File: config.mk
export PLATFORM = sky130hd
export DESIGN_NAME = tile_matmul_ctrl
export DESIGN_NICKNAME = d
export VERILOG_FILES = /design/src/rtl/tile_matmul_ctrl.sv
export SDC_FILE = /design/constraint.sdc
export NUM_CORES = 2
export LEC_CHECK = 0
export ABC_AREA = 1
export CORE_AREA = 2 2 485 487
export DETAILED_ROUTE_END_ITERATION = 16
export DIE_AREA = 0 0 487 489
export GPL_TIMING_DRIVEN = 1
export HOLD_SLACK_MARGIN = 0.1
export MAX_ROUTING_LAYER = met4
export PLACE_DENSITY = 0.44
export SKIP_CTS_REPAIR_TIMING = 1
export SLEW_MARGIN = 10
export SYNTH_ARGS = -nofsm -noshare
export SYNTH_HDL_FRONTEND = slang
export SYNTH_SLANG_ARGS = --single-unit
File: constraint.sdc
create_clock -name clk -period 6.85 [get_ports clk]
set_input_delay 1.37 -clock clk [delete_from_list [all_inputs] [get_ports clk]]
set_output_delay 1.37 -clock clk [all_outputs]
set_load 0.02 [all_outputs]
File: src/rtl/tile_matmul_ctrl.sv
`default_nettype none
// +--------------------------------------------------------------------------+
// | tile_matmul_ctrl : tiled INT8 C = (A + offset) * B controller driving a  |
// | PxP systolic array. TILE_MATMUL_ACCUM_EN enables accumulate-into-C mode. |
// | Revision: 1.0                                                            |
// +--------------------------------------------------------------------------+
module tile_matmul_ctrl #(
   parameter int ARRAY_DIM = 4,
   parameter int ACC_W     = 32,
   parameter int IDX_W     = 16,
   parameter int DIM_W     = 8
) (
   input  logic                                 clk,
   input  logic                                 rst_n,
   input  logic                                 in_valid,
   input  logic [DIM_W-1:0]                     K,
   input  logic [DIM_W-1:0]                     M,
   input  logic [DIM_W-1:0]                     N,
   input  logic signed [8:0]                    input_offset,
   input  logic                                 accumulate,
   output logic                                 busy,
   output logic                                 done,
   output logic [IDX_W-1:0]                     A_index,
   output logic                                 A_wr_en,
   output logic [8*ARRAY_DIM-1:0]               A_data_in,
   input  logic [8*ARRAY_DIM-1:0]               A_data_out,
   output logic [IDX_W-1:0]                     B_index,
   output logic                                 B_wr_en,
   output logic [8*ARRAY_DIM-1:0]               B_data_in,
   input  logic [8*ARRAY_DIM-1:0]               B_data_out,
   output logic                                 C_wr_en,
   output logic [IDX_W-1:0]                     C_index,
   output logic [ARRAY_DIM*ACC_W-1:0]           C_data_in,
   input  logic [ARRAY_DIM*ACC_W-1:0]           C_data_out,
   output logic                                 sa_clear,
   output logic                                 sa_in_valid,
   output logic [ARRAY_DIM*8*ARRAY_DIM-1:0]     sa_row_in,
   output logic [ARRAY_DIM*8*ARRAY_DIM-1:0]     sa_col_in,
   output logic signed [8:0]                    sa_input_offset,
   input  logic                                 sa_busy,
   input  logic [ARRAY_DIM*ARRAY_DIM*ACC_W-1:0] sa_data_out
);
   localparam int P      = ARRAY_DIM;
   localparam int WORD_W = 8 * P;
   localparam int ROW_W  = P * ACC_W;
   localparam int CW     = (P > 1) ? $clog2(P) : 1;
   localparam int KW     = DIM_W + 1;
   localparam int RW     = DIM_W + 2;

   typedef enum logic [3:0] {
      IDLE       = 4'd0,
      CLEAR      = 4'd1,
      CLEAR_WAIT = 4'd2,
      RD_ADDR    = 4'd3,
      RD_DATA    = 4'd4,
      SA_START   = 4'd5,
      SA_WAIT    = 4'd6,
      C_RD       = 4'd7,
      C_WR       = 4'd8,
      NEXT_TILE  = 4'd9,
      DONE       = 4'd10
   } state_t;

   state_t             r_state;
   logic [DIM_W-1:0]   r_k, r_m, r_n, r_tr, r_tc;
   logic [KW-1:0]      r_k0;
   logic [CW-1:0]      r_j, r_i;
   logic               r_acc;
   logic [P*ROW_W-1:0] r_result;

   logic [KW-1:0]      w_k_cur, w_k0_next;
   logic [RW-1:0]      w_tr_base, w_tc_base, w_row_next;
   logic               w_tr_more, w_tc_more;
   logic [WORD_W-1:0]  w_a_lanes, w_b_lanes;
   logic [ROW_W-1:0]   w_rows [P];
   logic [ROW_W-1:0]   w_row;

   assign A_wr_en   = 1'b0;
   assign A_data_in = '0;
   assign B_wr_en   = 1'b0;
   assign B_data_in = '0;

   assign w_k_cur    = r_k0 + KW'(r_j);
   assign w_k0_next  = r_k0 + KW'(P);
   assign w_tr_base  = RW'(r_tr) * RW'(P);
   assign w_tc_base  = RW'(r_tc) * RW'(P);
   assign w_row_next = w_tr_base + RW'(r_i) + RW'(1);
   assign w_tr_more  = (w_tr_base + RW'(P)) < RW'(r_m);
   assign w_tc_more  = (w_tc_base + RW'(P)) < RW'(r_n);
   assign w_row      = w_rows[r_i];

   // Lanes outside M (A rows) or N (B columns) enter the array as zero.
   for (genvar g = 0; g < P; g++) begin : g_lane
      assign w_a_lanes[(P-1-g)*8 +: 8] = ((w_tr_base + RW'(g)) < RW'(r_m)) ?
                                         A_data_out[(P-1-g)*8 +: 8] : 8'd0;
      assign w_b_lanes[(P-1-g)*8 +: 8] = ((w_tc_base + RW'(g)) < RW'(r_n)) ?
                                         B_data_out[(P-1-g)*8 +: 8] : 8'd0;
      assign w_rows[g] = r_result[(P-1-g)*ROW_W +: ROW_W];
   end

`ifdef TILE_MATMUL_ACCUM_EN
   logic [ROW_W-1:0] w_sum;
   for (genvar g = 0; g < P; g++) begin : g_acc_lane
      assign w_sum[g*ACC_W +: ACC_W] = w_row[g*ACC_W +: ACC_W] + C_data_out[g*ACC_W +: ACC_W];
   end
   assign C_data_in = C_wr_en ? (r_acc ? w_sum : w_row) : '0;
`else
   logic w_unused_ok;
   assign w_unused_ok = &{1'b0, accumulate, C_data_out};
   assign C_data_in   = C_wr_en ? w_row : '0;
`endif

   function automatic logic [IDX_W-1:0] f_ab_idx(input logic [DIM_W-1:0] tile,
                                                 input logic [DIM_W-1:0] kdim,
                                                 input logic [KW-1:0]    kk);
      return IDX_W'(tile) * IDX_W'(kdim) + IDX_W'(kk);
   endfunction

   function automatic logic [IDX_W-1:0] f_c_idx(input logic [DIM_W-1:0] tc,
                                                input logic [DIM_W-1:0] tr,
                                                input logic [DIM_W-1:0] mdim,
                                                input logic [CW-1:0]    row);
      return IDX_W'(tc) * IDX_W'(mdim) + IDX_W'(tr) * IDX_W'(P) + IDX_W'(row);
   endfunction

   always_ff @(posedge clk or negedge rst_n) begin
      if (!rst_n) begin
         r_state         <= IDLE;
         r_k             <= '0;
         r_m             <= '0;
         r_n             <= '0;
         r_tr            <= '0;
         r_tc            <= '0;
         r_k0            <= '0;
         r_j             <= '0;
         r_i             <= '0;
         r_acc           <= 1'b0;
         r_result        <= '0;
         busy            <= 1'b0;
         done            <= 1'b0;
         A_index         <= '0;
         B_index         <= '0;
         C_index         <= '0;
         C_wr_en         <= 1'b0;
         sa_clear        <= 1'b0;
         sa_in_valid     <= 1'b0;
         sa_row_in       <= '0;
         sa_col_in       <= '0;
         sa_input_offset <= '0;
      end else begin
         case (r_state)
            IDLE: begin
               if (in_valid) begin
                  r_k  <= K;
                  r_m  <= M;
                  r_n  <= N;
                  r_tr <= '0;
                  r_tc <= '0;
`ifdef TILE_MATMUL_ACCUM_EN
                  r_acc <= accumulate;
`else
                  r_acc <= 1'b0;
`endif
                  if (K == '0 || M == '0 || N == '0) begin
                     done    <= 1'b1;
                     r_state <= DONE;
                  end else begin
                     busy            <= 1'b1;
                     sa_clear        <= 1'b1;
                     sa_input_offset <= input_offset;
                     r_state         <= CLEAR;
                  end
               end
            end
            CLEAR: begin
               sa_clear <= 1'b0;
               r_k0     <= '0;
               r_state  <= CLEAR_WAIT;
            end
            CLEAR_WAIT: begin
               if (!sa_busy) begin
                  r_j     <= '0;
                  A_index <= f_ab_idx(r_tr, r_k, r_k0);
                  B_index <= f_ab_idx(r_tc, r_k, r_k0);
                  r_state <= RD_ADDR;
               end
            end
            RD_ADDR: r_state <= RD_DATA;
            RD_DATA: begin
               // k beyond K pads the chunk with zero words
               if (w_k_cur < KW'(r_k)) begin
                  sa_row_in[(P-1-int'(r_j))*WORD_W +: WORD_W] <= w_a_lanes;
                  sa_col_in[(P-1-int'(r_j))*WORD_W +: WORD_W] <= w_b_lanes;
               end else begin
                  sa_row_in[(P-1-int'(r_j))*WORD_W +: WORD_W] <= '0;
                  sa_col_in[(P-1-int'(r_j))*WORD_W +: WORD_W] <= '0;
               end
               if (r_j == CW'(P-1)) begin
                  sa_in_valid <= 1'b1;
                  r_state     <= SA_START;
               end else begin
                  r_j     <= r_j + CW'(1);
                  A_index <= f_ab_idx(r_tr, r_k, w_k_cur + KW'(1));
                  B_index <= f_ab_idx(r_tc, r_k, w_k_cur + KW'(1));
                  r_state <= RD_ADDR;
               end
            end
            SA_START: begin
               sa_in_valid <= 1'b0;
               r_state     <= SA_WAIT;
            end
            SA_WAIT: begin
               if (!sa_busy) begin
                  if (w_k0_next < KW'(r_k)) begin
                     r_k0    <= w_k0_next;
                     r_j     <= '0;
                     A_index <= f_ab_idx(r_tr, r_k, w_k0_next);
                     B_index <= f_ab_idx(r_tc, r_k, w_k0_next);
                     r_state <= RD_ADDR;
                  end else begin
                     r_result <= sa_data_out;
                     r_i      <= '0;
                     C_index  <= f_c_idx(r_tc, r_tr, r_m, '0);
                     if (r_acc) begin
                        r_state <= C_RD;
                     end else begin
                        C_wr_en <= 1'b1;
                        r_state <= C_WR;
                     end
                  end
               end
            end
            C_RD: begin
               C_wr_en <= 1'b1;
               r_state <= C_WR;
            end
            C_WR: begin
               C_wr_en <= 1'b0;
               if (r_i != CW'(P-1) && w_row_next < RW'(r_m)) begin
                  r_i     <= r_i + CW'(1);
                  C_index <= f_c_idx(r_tc, r_tr, r_m, r_i + CW'(1));
                  if (r_acc) begin
                     r_state <= C_RD;
                  end else begin
                     C_wr_en <= 1'b1;
                     r_state <= C_WR;
                  end
               end else begin
                  r_state <= NEXT_TILE;
               end
            end
            NEXT_TILE: begin
               if (w_tr_more) begin
                  r_tr     <= r_tr + DIM_W'(1);
                  sa_clear <= 1'b1;
                  r_state  <= CLEAR;
               end else if (w_tc_more) begin
                  r_tr     <= '0;
                  r_tc     <= r_tc + DIM_W'(1);
                  sa_clear <= 1'b1;
                  r_state  <= CLEAR;
               end else begin
                  busy    <= 1'b0;
                  done    <= 1'b1;
                  r_state <= DONE;
               end
            end
            DONE: begin
               done    <= 1'b0;
               r_state <= IDLE;
            end
            default: r_state <= IDLE;
         endcase
      end
   end
endmodule
`default_nettype wire

* Word-level counts from Yosys, hierarchy flattened
Cells that the tools add are included.
Word-level totals: bits of input ports 742, logic and storage cells 208, bits in registers 887
Operators by class: muxes and demuxes 80, add/sub/neg operators 27, shift operators 4, equality and inequality tests 26, reduce and logical (&&, ||, !) cells 29, $lt $le $gt $ge 14, multipliers 3, bitwise logic cells 4
Operators by type and width (count):
- 128-bit 2-to-1 mux | 5
- 128-bit bitwise mux | 4
- 128-bit binary-select mux with 2-bit select | 1
- 32-bit by 33-bit variable part select with 128-bit output | 2
- 16-bit 2-to-1 mux | 11
- 32-bit by 33-bit variable shift with 128-bit output (first input constant) | 1
- 32-bit by 33-bit variable part select with 128-bit output (first input constant) | 1
- 10-bit by 8-bit less-than comparator with 1-bit output | 11
- 8-bit 2-to-1 mux | 13
- 16-bit by 9-bit adder with 16-bit output | 6
- 16-bit one-hot mux with 3 select lines | 2
- 8-bit by 8-bit multiplier with 16-bit output | 3
- 10-bit by 2-bit adder with 10-bit output (second input constant) | 4
- 4-bit one-hot mux with 10 select lines | 1
- 8-bit negation with 33-bit output | 1
- 16-bit one-hot mux with 2 select lines | 1
- 8-bit one-hot mux with 2 select lines | 2
- 10-bit by 1-bit adder with 10-bit output (second input constant) | 3
- 4-bit 2-to-1 mux | 7
- 2-bit != test (second input constant) | 14
- 8-bit logical NOT | 3
- 10-bit by 3-bit adder with 10-bit output (second input constant) | 2
- 9-bit by 8-bit less-than comparator with 1-bit output | 2
- 9-bit 2-to-1 mux | 2
- 35 further kinds | 85

* Longest topological paths before layout
depth after elaboration 6, gate-level depth with buffers 30, mapped depth without buffers 28

* Least setup slack after synthesis
No wires, ideal clock.
kind reg-to-reg, from register r_tc[2], to register B_index[15], cell stages (with the launch flop) 28, arrival 5.161 ns, period minus slack after synthesis 5.278 ns, setup time 0.117 ns, data required time 6.733 ns, path slack 1.572 ns, path buffers 2, cells stage by stage dfrtp_1 clkbuf_1 buf_1 nand2_1 fa_1 fa_1 inv_1 fa_1 inv_1 fa_1 inv_1 ha_1 nand2_1 inv_1 a21oi_1 xnor2_1 ha_1 nand2_1 nor2_1 nand2_1 nor2_1 nor2_1 nor2_1 nand3_1 nor2_1 nand3_1 nand3_1 nand2_1
Between the ends: word-level cells in the longest chain between the ends 5, elaborated cells between the ends (all ways) 9, those cells by class add/sub (3); mul (1); mux (5)
Ends and longest elaborated chain:
- start, declared | line 65 | logic [DIM_W-1:0] r_k, r_m, r_n, r_tr, r_tc;
- start signal, assigned | line 259 | r_tc <= r_tc + DIM_W'(1);
- 8-bit by 8-bit multiplier with 16-bit output * | line 116 | return IDX_W'(tile) * IDX_W'(kdim) + IDX_W'(kk);
- 16-bit by 9-bit adder with 16-bit output | line 116
- 16-bit 2-to-1 mux | line 214 | if (w_k0_next < KW'(r_k)) begin
- 16-bit 2-to-1 mux | line 213 | if (!sa_busy) begin
- 16-bit one-hot mux with 3 select lines * | line 151 | case (r_state)
- end signal, assigned | line 184 | B_index <= f_ab_idx(r_tc, r_k, r_k0);
- end signal, assigned | line 204 | B_index <= f_ab_idx(r_tc, r_k, w_k_cur + KW'(1));
- end signal, assigned | line 218 | B_index <= f_ab_idx(r_tc, r_k, w_k0_next);
- end, declared | line 27 | output logic [IDX_W-1:0] B_index,
Mark *: on every way between the ends. The rest lies on a longest branch, timed or not. The select of a mux whose other input is x is not followed. A chain may end at the register's enable or synchronous reset.

* Worst setup path after layout
from register r_i[0], to output port C_data_in[25]
Between the ends: word-level cells in the longest chain between the ends 5
Ends and longest elaborated chain:
- start, declared | line 67 | logic [CW-1:0] r_j, r_i;
- start signal, assigned | line 240 | r_i <= r_i + CW'(1);
- 2-bit inverter with 3-bit output (implied by the code) | line 90 | assign w_row = w_rows[r_i];
- 128-bit binary-select mux with 2-bit select | line 90
- 128-bit 2-to-1 mux (implied by the code) (2 in series) | line 90
- 128-bit 2-to-1 mux | line 110 | assign C_data_in = C_wr_en ? w_row : '0;
- end, declared | line 33 | output logic [ARRAY_DIM*ACC_W-1:0] C_data_in,
Every way passes these cells. The select of a mux whose other input is x is not followed.

==> results.ini <==
[run_status]
status = finished clean

[logic_synthesis]
netlist.area_leader.share_pct = 43.1
synth-seq-cells = 885
synth_flop_cell = dfrtp_1
async_flop_share_pct = 100
synth-edff-count = 0
yosysTopAreaCell = dfrtp_1
synth_seq_area_share_pct = 43.1
syn_inst = 6533
netlist_top_cells_area = dfrtp_1, nand2_1, o21ai_0, inv_1, nor2_1
syn-cell-area_sq_um = 51400
yosys_warnings = 0
syn_area_per_cell_sq_um = 7.87
synth_cell_types = 49

[cts]
root_buffer = clkbuf_16
clock_sinks = 885
cts_tree = built
clkTransAtPathRegs_ns = 0.06
clk_latency_ns = 0.80
clockBufferDepth = 3
ctsHtreeMaxLevel = 3
cts_buffers = 109

[detailed_routing]
first_pass_iters = 6
final_antenna_net_count = 0
wl_per_cell_um = 20.7
drt_wl_total_um = 220000
drt-initial-drc-count = 3088
via_count = 45500
drcViolationCount = 0
vias_per_cell = 4.28

[global_routing]
first_global_vias = 45500
grt_max_degree = 183
grt_overflow = 0
track_usage_pct = 18.4
grt_antenna_before_repair = 111
grt_first_pass_wirelength_um = 315000

[sta]
fin_tns_setup_ns = 0
rsz0062_at_grt = false
finalSetupViolations = 0
period_needed_ns = 5.79
finClkSkew_ns = 0.108
fin_crit_sh_pct = 84.5
fmax_ghz = 0.173
tightestPinTransition_ns = 1.07
slew_viol_final = 0
maxSlewHeadroom_pct = 28.4
hold_viol = 0

[pwr]
power.density_nw_per_um2 = 363
p_leak_nw = 34.1
ir_drop_mv = 0.224
finalPower_mw = 24.9

[worst_setup_path]
crit_path_end_kind = output pin
critPathArrivalTime_ns = 4.42
path_max_fanout = 127
cp.required_ns = 5.48
cp-start-kind = flip-flop
worstSetupPathType = flip-flop to output pin

[die]
dieWidth_um = 487
die_h_um = 489
io_pins = 1254
fp.coreArea_sq_um = 234000
initial_utilization_pct = 22.0
die_area_sq_um = 238000
rows = 178

[placed_design]
port_buffers = 1058
dp_hpwl_um = 166000
place_inst = 10400
gp_congestion = 0.868

[cells_and_area]
nets = 8451
final_cells = 10600
areaGrowthSynthToFinish_pct = 33.2
layout_commonest_cell = nand2_1
final_cell_mix = nand2_1, clkdlybuf4s50_1, inv_1
final_layout_size_suffix_gt1_share_pct = 9.05

[hold_path]
hold_path_class = flip-flop to flip-flop

[run]
drv_cap = 0

[state kept, by name, summed over array words and instances, names as in the netlist, 9 cells and up]
signal / count
sa_input_offset: 9
sa_row_in: 128
A_index: 16
C_index: 16
B_index: 16
r_result: 512
sa_col_in: 128
[power by group]
part	internal (mW)	leakage, nW	switching [mW]	total [mW]
clock network	3.50	1.81	2.57	6.06
logic	4.09	21.1	6.04	10.1
registers	7.24	11.2	1.44	8.68
[through the flow]
step	setup WS, ns	util, %	cell area, sq um	hold slack [ns]
4_1_cts	1.11	29.2	68300	0.479
6_report	1.06	29.3	68500	0.475
2_1_floorplan	1.57	-	51700	0.448
3_3_place_gp	1.27	27.6	64600	0.460
5_1_grt	0.892	29.3	68500	0.493
3_5_place_dp	1.25	27.6	64600	0.464
[per-layer routing]
layer	wire, um	GRT usage (%)
met5	0	-
met4	8270	7.08
met3	15600	4.79
met2	109000	31.0
met1	87300	21.0
[path summary, 6_finish.rpt]
check                      slack (ns)  cells after the start               startpoint                        end
max                              1.06                      5       r_i[0]$_DFFE_PN0P_              C_data_in[25]
min                              0.48                      2  C_index[15]$_DFFE_PN0P_    C_index[15]$_DFFE_PN0P_
max reg2reg                      1.29                     22       r_k[3]$_DFFE_PN0P_    A_index[15]$_DFFE_PN0P_
min reg2reg                      0.48                      2  C_index[15]$_DFFE_PN0P_    C_index[15]$_DFFE_PN0P_
max in group asynchronous        4.60                      2                    rst_n        r_tc[2]$_DFFE_PN0P_
min in group asynchronous        0.57                      1                    rst_n  r_result[148]$_DFFE_PN0P_
[logic make-up (layout without fill, tap and decap cells)]
| group | Yosys count | after routing | share of synthesized area (%) |
|---|---|---|---|
| other | 1 | 145 | 0.00729 |
| flip-flops | 885 | 885 | 43.1 |
| XOR/XNOR | 57 | 57 | 0.971 |
| AO/OA/AOI/OAI | 1334 | 1334 | 14.6 |
| AND/OR/NAND/NOR | 2448 | 2448 | 19.8 |
| adder cells (fa/ha/maj) | 300 | 300 | 9.05 |
| buffers and inverters | 1499 | 2400 | 12.3 |
| multiplexers | 9 | 9 | 0.197 |
[worst max-delay path, cell delays in order (launching register included)]
cell	delay, ns
dfrtp_4	0.89
inv_8	0.36
buf_4	0.47
o21ai_0	0.83
a21oi_1	0.19
clkdlybuf4s50_1	0.59
[cell type report]
cell class	count	area [sq um]
Antenna cell	79	198
Clock buffer	169	3250
Clock inverter	32	482
Fill cell	25300	165000
Inverter	1065	4010
Multi-Input combinational cell	4214	23200
Sequential cell	885	22200
Tap cell	3060	3830
Timing Repair Buffer	1134	11300
[synthesized netlist by cell type (all sizes together) (9+ instances only)]
cell and count:
fa 120, a21oi 180, buf 194, o21ai 1115, nor3 13, nand2 1509
xor2 43, clkbuf 240, mux2 9, nand3 176, ha 180, nand4 78
nor2 661, xnor2 14, dfrtp 885, inv 1065, a31oi 9
Note: power is estimated with default switching activity, not from simulation.
